==> src/rtl/uart_bus_pkg.sv <==
// Register map and FSM encoding shared by the uart bus master and its helpers.
package uart_bus_pkg;
    localparam logic [2:0] DATA_ADDR   = 3'd0;
    localparam logic [2:0] STATUS_ADDR = 3'd1;
    localparam int         RX_RDY_BIT  = 0;
    localparam int         TX_BUSY_BIT = 1;

    typedef enum logic [2:0] {
        ST_IDLE      = 3'd0,
        ST_RD_STATUS = 3'd1,
        ST_RD_DATA   = 3'd2,
        ST_WR_DATA   = 3'd3,
        ST_GAP       = 3'd4
    } state_t;
endpackage

==> src/rtl/uart_bus_master_bus_phase_gen.sv <==
// Free-running phi2 generator; the strobe marks the last clock of the phi2-high
// phase, which is both where read data is sampled and where the next bus cycle begins.
module bus_phase_gen #(
    parameter int HALF_CYCLE = 2
) (
    input  logic i_clk,
    input  logic i_reset,
    output logic o_phi2,
    output logic o_cycle_start,
    output logic o_sample
);
    localparam int              CNT_W    = (HALF_CYCLE > 1) ? $clog2(HALF_CYCLE) : 1;
    localparam logic [CNT_W-1:0] CNT_LOAD = CNT_W'(HALF_CYCLE - 1);

    logic [CNT_W-1:0] cnt_q, cnt_d;
    logic             phi2_q, phi2_d;
    logic             wrap;

    // Down-counter per phase; terminal count flips phi2 and reloads.
    always_comb begin
        wrap   = (cnt_q == '0);
        cnt_d  = wrap ? CNT_LOAD : cnt_q - 1'b1;
        phi2_d = wrap ? ~phi2_q : phi2_q;
    end

    always_ff @(posedge i_clk) begin
        if (i_reset) begin
            cnt_q  <= CNT_LOAD;
            phi2_q <= 1'b0;
        end else begin
            cnt_q  <= cnt_d;
            phi2_q <= phi2_d;
        end
    end

    assign o_phi2        = phi2_q;
    assign o_cycle_start = wrap && phi2_q;
    assign o_sample      = wrap && phi2_q;
endmodule

==> src/rtl/uart_bus_master.sv <==
// 6502-style bus initiator that polls a uart, drains RX bytes into a valid/ready
// stream and writes bytes from a valid/ready stream into the uart DATA register.
//
// state        | meaning
// ST_IDLE      | out of reset, waiting for the first bus cycle
// ST_RD_STATUS | reading STATUS; next cycle chosen from it
// ST_RD_DATA   | reading an RX byte into the RX holding reg
// ST_WR_DATA   | writing the TX holding reg to the uart
// ST_GAP       | idle bus cycle(s) after a poll with no transfer
module uart_bus_master #(
    parameter int         HALF_CYCLE  = 2,
    parameter logic [2:0] DATA_ADDR   = uart_bus_pkg::DATA_ADDR,
    parameter logic [2:0] STATUS_ADDR = uart_bus_pkg::STATUS_ADDR,
    parameter int         RX_RDY_BIT  = uart_bus_pkg::RX_RDY_BIT,
    parameter int         TX_BUSY_BIT = uart_bus_pkg::TX_BUSY_BIT,
    parameter int         POLL_GAP    = 1
) (
    input  logic       i_clk,
    input  logic       i_reset,
    output logic       o_phi2,
    output logic [2:0] o_addr,
    output logic [7:0] o_data,
    output logic       o_rw,
    output logic       o_en,
    input  logic [7:0] i_data,
    input  logic [7:0] i_tx_byte,
    input  logic       i_tx_valid,
    output logic       o_tx_ready,
    output logic [7:0] o_rx_byte,
    output logic       o_rx_valid,
    input  logic       i_rx_ready
);
    import uart_bus_pkg::*;

    localparam int GAP_W = (POLL_GAP > 1) ? $clog2(POLL_GAP) : 1;

    logic             cycle_start, sample;
    state_t           state_q, state_d;
    logic [GAP_W-1:0] gap_q, gap_d;
    logic             en_q, en_d, rw_q, rw_d;
    logic [2:0]       addr_q, addr_d;
    logic [7:0]       data_q, data_d;
    logic [7:0]       tx_byte_q, tx_byte_d, rx_byte_q, rx_byte_d;
    logic             tx_full_q, tx_full_d, rx_valid_q, rx_valid_d;
    logic             rx_rdy, tx_busy;

    bus_phase_gen #(.HALF_CYCLE(HALF_CYCLE)) u_phase (
        .i_clk        (i_clk),
        .i_reset      (i_reset),
        .o_phi2       (o_phi2),
        .o_cycle_start(cycle_start),
        .o_sample     (sample)
    );

    assign rx_rdy  = i_data[RX_RDY_BIT];
    assign tx_busy = i_data[TX_BUSY_BIT];

    always_comb begin
        state_d    = state_q;
        gap_d      = gap_q;
        en_d       = en_q;
        rw_d       = rw_q;
        addr_d     = addr_q;
        data_d     = data_q;
        tx_byte_d  = tx_byte_q;
        tx_full_d  = tx_full_q;
        rx_byte_d  = rx_byte_q;
        rx_valid_d = rx_valid_q;

        if (i_tx_valid && !tx_full_q) begin
            tx_byte_d = i_tx_byte;
            tx_full_d = 1'b1;
        end
        if (rx_valid_q && i_rx_ready) rx_valid_d = 1'b0;

        if (sample && state_q == ST_RD_DATA) begin
            rx_byte_d  = i_data;
            rx_valid_d = 1'b1;
        end
        if (sample && state_q == ST_WR_DATA) tx_full_d = 1'b0;

        if (cycle_start) begin
            case (state_q)
                ST_RD_STATUS: begin
                    // RX wins so a full uart receiver is never starved by TX traffic.
                    if (rx_rdy && !rx_valid_q)        state_d = ST_RD_DATA;
                    else if (!tx_busy && tx_full_q)   state_d = ST_WR_DATA;
                    else if (POLL_GAP == 0)           state_d = ST_RD_STATUS;
                    else begin
                        state_d = ST_GAP;
                        gap_d   = GAP_W'(POLL_GAP - 1);
                    end
                end
                ST_GAP: begin
                    if (gap_q == '0) state_d = ST_RD_STATUS;
                    else             gap_d   = gap_q - 1'b1;
                end
                default: state_d = ST_RD_STATUS;
            endcase

            case (state_d)
                ST_RD_STATUS: begin en_d = 1'b1; rw_d = 1'b1; addr_d = STATUS_ADDR; end
                ST_RD_DATA:   begin en_d = 1'b1; rw_d = 1'b1; addr_d = DATA_ADDR;   end
                ST_WR_DATA: begin
                    en_d   = 1'b1;
                    rw_d   = 1'b0;
                    addr_d = DATA_ADDR;
                    data_d = tx_byte_q;
                end
                default: begin en_d = 1'b0; rw_d = 1'b1; end
            endcase
        end
    end

    always_ff @(posedge i_clk) begin
        if (i_reset) begin
            state_q    <= ST_IDLE;
            gap_q      <= '0;
            en_q       <= 1'b0;
            rw_q       <= 1'b1;
            addr_q     <= '0;
            data_q     <= '0;
            tx_byte_q  <= '0;
            tx_full_q  <= 1'b0;
            rx_byte_q  <= '0;
            rx_valid_q <= 1'b0;
        end else begin
            state_q    <= state_d;
            gap_q      <= gap_d;
            en_q       <= en_d;
            rw_q       <= rw_d;
            addr_q     <= addr_d;
            data_q     <= data_d;
            tx_byte_q  <= tx_byte_d;
            tx_full_q  <= tx_full_d;
            rx_byte_q  <= rx_byte_d;
            rx_valid_q <= rx_valid_d;
        end
    end

    assign o_en       = en_q;
    assign o_rw       = rw_q;
    assign o_addr     = addr_q;
    assign o_data     = data_q;
    assign o_tx_ready = ~tx_full_q;
    assign o_rx_byte  = rx_byte_q;
    assign o_rx_valid = rx_valid_q;
endmodule

==> config.mk <==
export PLATFORM = sky130hd
export DESIGN_NAME = uart_bus_master
export DESIGN_NICKNAME = d
export VERILOG_FILES = /design/src/rtl/uart_bus_pkg.sv /design/src/rtl/uart_bus_master_bus_phase_gen.sv /design/src/rtl/uart_bus_master.sv
export SDC_FILE = /design/constraint.sdc
export NUM_CORES = 1
export LEC_CHECK = 0
export ABC_AREA = 1
export CORE_MARGIN = 3
export CORE_UTILIZATION = 64
export DETAILED_ROUTE_END_ITERATION = 12
export DONT_BUFFER_PORTS = 1
export GPL_ROUTABILITY_DRIVEN = 1
export PLACE_DENSITY = 0.88
export SKIP_LAST_GASP = 1
export SLEW_MARGIN = 20
export SYNTH_ARGS = -nofsm -noshare
export SYNTH_HDL_FRONTEND = slang
export SYNTH_SLANG_ARGS = --single-unit
==> constraint.sdc <==
create_clock -name i_clk -period 2.8 [get_ports i_clk]
set_clock_uncertainty 0.1 [all_clocks]
set_input_delay 0.28 -clock i_clk [delete_from_list [all_inputs] [get_ports i_clk]]
set_output_delay 0.28 -clock i_clk [all_outputs]
set_load 0.01 [all_outputs]
==> results by group, run 1 <==
Flow run
  – Max-capacitance violation count: 0

Clocking
  – CTS Buf Count: 5
  – Worst-Skew Late Latency: 0.33 ns
  – H-tree depth: 2
  – Clock Pin Slew Worst Setup and Hold Paths: 0.09 ns
  – CTS tree: done
  – Max clock buf depth: 2
  – Clock sink count: 34
  – Root buf cell: clkbuf_4
  – Post_cts resized: 0

Pwr
  – Clk pwr share: 29.6%
  – Worst IR Drop VDD: 384 uV
  – PD cells: 581 mW/mm^2
  – Net Sw Power: 0.196 mW
  – Switching fraction of total power: 24.4%
  – Pint: 0.610 mW
  – Leak pwr: 0.550 nW
  – Comb pwr share: 7.4%
  – Tot Pwr: 0.806 mW
  – Sequential share of power: 63.0%

Floorplanning
  – Die X: 51.8 um
  – Io pins: 44
  – Starting Density: 72.2%
  – Cell Rows: 15
  – Die ar.: 0.00268 mm^2
  – Core region area: 0.00186 mm^2
  – Die Y: 51.8 um

Timing
  – Tightest Pin Transition: 0.791 ns
  – Rel. slew slack: 47.2%
  – Final Hold Viols: 0
  – Period minus WS final: 1.40 ns
  – RSZ-0062 raised after global routing: no
  – Slew Viols, Final: 0
  – Setup TNS: 0 ns
  – Tcrit/Tclk final: 49.9%
  – Final Setup Violations: 0
  – Max Freq: 715 MHz

Setup path
  – CP startpoint kind: register
  – Worst R2R End: o_rw
  – WP buf/inv: 1
  – Critical path launch point: u_phase.o_phi2
  – Delay-heaviest family, CP: flip-flops
  – CP required: 2.87 ns
  – Worst Setup Path Type: reg2reg
  – Worst Reg-to-Reg Cells: 5
  – R2r setup slk: 1.40 ns
  – Worst path depth: 5
  – CP arrival: 1.47 ns
  – CP max stage delay: 0.45 ns
  – Crit-path slowest cell: dfxtp_1
  – Worst r2r src: u_phase.o_phi2
  – Crit path to: o_rw
  – Worst-path cell chain: nand2_4 > inv_4 > nand3_4 > nor2_4 > o21ai_0
  – Crit path max fanout: 14
  – Crit path capture type: register

Yosys
  – YS warnings: 0
  – FF+latch count, synth: 34
  – Post-Syn Area: 0.00134 mm^2
  – Post-Syn Instances: 174
  – Syn_area_per_cell: 7.71 um^2
  – Post-synth cell types: 22
  – Register area share after synthesis: 50.7%

Place
  – HPWL Detailed: 2020 um
  – Final weighted congestion in routability-driven placement: 0.782
  – IO buf count: 0

Hold path
  – Hold Crit Class: in2reg

Routing
  – Drt wl/cell: 13.7 um
  – Drt via density: 5.48
  – Initial drt markers: 37
  – DRT Wirelength: 2750 um
  – Number of routed nets with antenna violations: 0
  – Via count: 1101
  – DRC errors left: 0
  – Drt first pass iters: 6

Layout
  – Layout cells sized above 1: 11.4%
  – FILL cells: 139
  – Fin nets: 196
  – Reg area: 681 um^2
  – Synthesis-to-finish area growth: 3.54%
  – Diode count: 0
  – Footprint of the multi-input gates: 556 um^2

Global route
  – Largest net degree at the start of global routing: 33
  – GRT Total Usage: 23.5%
  – First-pass GRT wire length: 4540 um
  – Overflow after GRT: 0
  – Vias in the first global route: 1053
  – Antenna violations before repair: 0

Run status
  – Outcome: completed
-- worst register-to-register path, delay by kind of cell (launching register included) --
kind	cells	cell delay, ns
buffers and inverters	1	0.16
and+or+nand+nor	3	0.43
AOI/OAI and AO/OA	1	0.10
DFF	1	0.45
-- cell usage after synthesis, drive strengths merged --
cell,instances,share of area [%]
a31oi,2,0.93
nand3,2,1.7
inv,17,4.9
nand4,8,3.7
clkbuf,2,0.56
nand2,24,7.6
dfxtp,34,51
buf,5,2.6
nor2,48,15
a21oi,9,3.4
o21ai,20,7.5
conb,1,0.28
nor3,2,0.75
-- power groups by stage --
stage / clock [mW] / combinational, mW / sequential, mW
after floorplan: 0 / 0.0528 / 0.517
after global routing: 0.270 / 0.0684 / 0.509
after detailed placement: 0 / 0.0575 / 0.519
after CTS: 0.244 / 0.0592 / 0.507
after global placement: 0 / 0.0546 / 0.518
final: 0.239 / 0.0597 / 0.508
-- metrics by stage --
step                      area [um^2]  worst slack, ns  utilization [%]  instances  hold slack [ns]
after floorplan                  1350             1.65                -        175            0.249
after global placement           1330             1.45             71.8        193            0.252
after detailed placement         1330             1.41             71.8        193            0.254
after CTS                        1390             1.40             74.7        201          0.00929
after global routing             1390             1.30             74.7        201          0.00925
final                            1390             1.40             74.7        201           0.0173
-- per-layer routing --
| layer | wire [um] | part of all wire, % | global-route usage [%] |
|---|---|---|---|
| met4 | 33 | 1.2 | 9.61 |
| met5 | 0 | 0 | 0 |
| met3 | 354 | 13 | 15.2 |
| met2 | 1260 | 46 | 37.9 |
| met1 | 1100 | 40 | 23.9 |
-- cell type report --
type	instances	share of cell area [%]
clock buffer	7	3.24
inverter	17	4.77
multi-input combinational	117	40.0
sequential	34	49.0
tap	25	2.25
timing repair buffer	1	0.721
-- cells in the final DEF (no fill, tap or decap) --
master,count
nor2_4,2
nand3_4,1
a31oi_1,2
nand3_1,1
nand2_1,21
conb_1,2
a21oi_1,9
nand2_2,2
o21ai_0,17
inv_1,12
dlygate4sd3_1,1
inv_4,1
nand4_1,8
nor2_2,4
clkbuf_4,5
nor3_1,2
o21ai_1,3
clkbuf_1,2
nor2_1,42
inv_2,4
nand2_4,1
dfxtp_1,34
-- sequential cells by signal (all words and copies together) (netlist names) --
signal and count:
tx_full_q 1, o_rw 1, o_addr 1, tx_byte_q 8
o_rx_byte 8, o_rx_valid 1, u_phase.o_phi2 1, o_data 8
state_q 3, o_en 1, u_phase.cnt_q 1
-- repair_timing --
item / 4_1_cts / 5_1_grt
buffers inserted: 0 / 0
hold buffers: 1 / 0
hold endpoints to repair: 3 / 0
-- cell families (layout without fill, tap and decap cells) --
| logic type | after synthesis | in the layout | share of synthesized area (%) |
|---|---|---|---|
| AO/OA/AOI/OAI | 31 | 31 | 11.8 |
| buffers and inverters | 24 | 25 | 8.12 |
| flip-flops | 34 | 34 | 50.7 |
| other | 1 | 2 | 0.280 |
| AND/OR/NAND/NOR | 84 | 84 | 29.1 |
-- how the worst min path moves through the flow --
stage,start,end,cells after the start
after floorplan,i_reset,state_q[0],1
after global placement,i_reset,state_q[0],1
after detailed placement,i_reset,state_q[0],1
after CTS,i_data[7],o_rx_byte[7],2
after global routing,i_data[7],o_rx_byte[7],2
final,i_data[0],o_rx_byte[0],2
(Power assumes the default switching activity.)
==> run 2, diff against run 1 <==
--- a/config.mk
+++ b/config.mk
@@ -7,11 +7,11 @@
 export LEC_CHECK = 0
 export ABC_AREA = 1
 export CORE_MARGIN = 3
-export CORE_UTILIZATION = 64
+export CORE_UTILIZATION = 60
 export DETAILED_ROUTE_END_ITERATION = 12
 export DONT_BUFFER_PORTS = 1
 export GPL_ROUTABILITY_DRIVEN = 1
-export PLACE_DENSITY = 0.88
+export PLACE_DENSITY = 0.84
 export SKIP_LAST_GASP = 1
 export SLEW_MARGIN = 20
 export SYNTH_ARGS = -nofsm -noshare
==> constraint.sdc (replaced) <==
create_clock -name i_clk -period 1.4 [get_ports i_clk]
set_clock_uncertainty 0.1 [all_clocks]
set_input_delay 0.14 -clock i_clk [delete_from_list [all_inputs] [get_ports i_clk]]
set_output_delay 0.14 -clock i_clk [all_outputs]
set_load 0.01 [all_outputs]
==> results by group, run 2 (synthesized netlist as in run 1, its figures left out) <==
Global route
  – GRT Total Usage: 22.7% (was 23.5%)
  – Vias in the first global route: 1122 (was 1053)
  – First-pass GRT wire length: 4570 um (was 4540 um)
  – Largest net degree at the start of global routing: 17 (was 33)
  – Antenna violations before repair: 0 (unchanged)
  – Overflow after GRT: 0 (unchanged)

Clocking
  – CTS tree: done (unchanged)
  – Worst-Skew Late Latency: 0.33 ns (about the same)
  – H-tree depth: 2 (unchanged)
  – Clock Pin Slew Worst Setup and Hold Paths: 0.10 ns (was 0.09 ns)
  – CTS Buf Count: 5 (unchanged)
  – Clock sink count: 34 (unchanged)
  – Root buf cell: clkbuf_4 (unchanged)
  – Post-CTS Setup Repair Bufs: 0 (unchanged)
  – Max clock buf depth: 2 (unchanged)

Routing
  – Drt via density: 5.22 (was 5.48)
  – Number of routed nets with antenna violations: 0 (unchanged)
  – DRC errors left: 0 (unchanged)
  – Drt wl/cell: 12.9 um (was 13.7 um)
  – DRT Wirelength: 2910 um (was 2750 um)
  – Initial drt markers: 42 (was 37)
  – Via count: 1180 (was 1101)
  – Drt first pass iters: 4 (was 6)

Floorplanning
  – Starting Density: 65.7% (was 72.2%)
  – Io pins: 44 (unchanged)
  – Die Y: 53.3 um (was 51.8 um)
  – Die X: 53.3 um (was 51.8 um)
  – Cell Rows: 16 (was 15)
  – Die ar.: 0.00284 mm^2 (was 0.00268 mm^2)
  – Core region area: 0.00204 mm^2 (was 0.00186 mm^2)

Layout
  – Util after Layout: 79.3% (was 74.7%)
  – Most common cell after layout, fill and taps aside: nor2_1 (unchanged)
  – Synthesis-to-finish area growth: 20.7% (was 3.54%)
  – FILL cells: 145 (was 139)
  – Diode count: 0 (unchanged)
  – Reg area: 681 um^2 (unchanged)
  – Layout cells sized above 1: 13.6% (was 11.4%)
  – Footprint of the multi-input gates: 558 um^2 (was 556 um^2)
  – Fin nets: 218 (was 196)
  – Commonest cells after routing, fill and taps aside: nor2_1 (42), dfxtp_1 (34), nand2_1 (20) (was nor2_1 (42), dfxtp_1 (34), nand2_1 (21))

Timing
  – Tcrit/Tclk final: 90.2% (was 49.9%)
  – Final Hold Viols: 0 (unchanged)
  – Slew Viols, Final: 0 (unchanged)
  – Max Freq: 792 MHz (was 715 MHz)
  – Period minus WS final: 1.26 ns (was 1.40 ns)
  – RSZ-0062 raised after global routing: no (unchanged)
  – Final Setup Violations: 0 (unchanged)
  – Setup TNS: 0 ns (unchanged)

Flow run
  – Max-capacitance violation count: 0 (unchanged)

Setup path
  – Critical path launch point: state_q[1] (was u_phase.o_phi2)
  – CP arrival: 1.43 ns (was 1.47 ns)
  – Most numerous cell on the critical path: nor2_1
  – Crit path capture type: register (unchanged)
  – Crit-path slowest cell: dfxtp_1 (unchanged)
  – CP max stage delay: 0.37 ns (was 0.45 ns)
  – R2r setup slk: 0.14 ns (was 1.40 ns)
  – Crit path max fanout: 9 (was 14)
  – Worst-path cell chain: inv_1 > nor2_1 > nand2_2 > inv_2 > nor2_1 > nor2_1 (was nand2_4 > inv_4 > nand3_4 > nor2_4 > o21ai_0)
  – Worst Setup Path Type: reg2reg (unchanged)
  – CP startpoint kind: register (unchanged)
  – Worst r2r src: state_q[1] (was u_phase.o_phi2)
  – CP required: 1.57 ns (was 2.87 ns)

Place
  – HPWL Detailed: 2030 um (was 2020 um)
  – IO buf count: 0 (unchanged)
  – Final weighted congestion in routability-driven placement: 0.841 (was 0.782)

Hold path
  – Origin of the worst min-delay path: i_data[0] (unchanged)
  – Hold Crit Class: in2reg (unchanged)

Pwr
  – Tot Pwr: 1.74 mW (was 0.806 mW)
  – PD cells: 1080 mW/mm^2 (was 581 mW/mm^2)
  – Worst IR Drop VDD: 930 uV (was 384 uV)
  – Leak pwr: 0.656 nW (was 0.550 nW)

Run status
  – Outcome: completed (unchanged)
==> run 2: report_power, final <==
part / internal (mW) / switching [mW] / total (mW)
Sequential: 0.996 / 0.0166 / 1.01
Clock: 0.243 / 0.312 / 0.555
Combinational: 0.0745 / 0.0999 / 0.174
Total: 1.31 / 0.429 / 1.74
==> run 2: stage by stage <==
step | setup slack, ns | hold slack [ns] | std cells | area, um^2
2_1_floorplan | 0.250 | 0.109 | 175 | 1350
3_3_place_gp | 0.190 | 0.113 | 199 | 1370
3_5_place_dp | 0.0897 | 0.115 | 199 | 1370
4_1_cts | 0.0796 | 0.0490 | 226 | 1620
5_1_grt | 0.0430 | 0.0235 | 226 | 1620
6_report | 0.137 | 0.0455 | 226 | 1620
==> run 2: area by class of cell <==
cell class,count,share of cell area [%]
Inverter,17,4.10
Tap cell,27,2.09
Sequential cell,34,42.0
Multi-Input combinational cell,117,34.5
Timing Repair Buffer,23,13.6
Clock inverter,1,0.309
Clock buffer,7,3.40
==> run 2: path summary, 6_finish.rpt <==
check	end	cells past startpoint
hold reg to reg	u_phase.cnt_q	1
setup / recovery	o_rx_byte[4]	6
setup reg to reg	o_rx_byte[4]	6
hold / removal	state_q[0]	3
==> run 2: timing repair <==
item,in CTS,in global routing
gates resized for setup,0,1
hold buffers,19,0
endpoints found under the setup margin,0,6
endpoints found under the hold margin,20,0
==> run 2: worst max-delay path: cells and delay by family (launching register included) <==
family                 cells  cell delay, ns
buffers and inverters      2            0.25
and+or+nand+nor            4            0.47
DFF                        1            0.37
==> run 2: routing by layer <==
| metal | track usage (%) | wire length, um | up-vias |
|---|---|---|---|
| li1 | - | - | 603 |
| met5 | 0 | 0 | - |
| met4 | 10.2 | 47 | 0 |
| met1 | 24.2 | 1190 | 519 |
| met2 | 36.3 | 1410 | 49 |
| met3 | 12.1 | 265 | 9 |
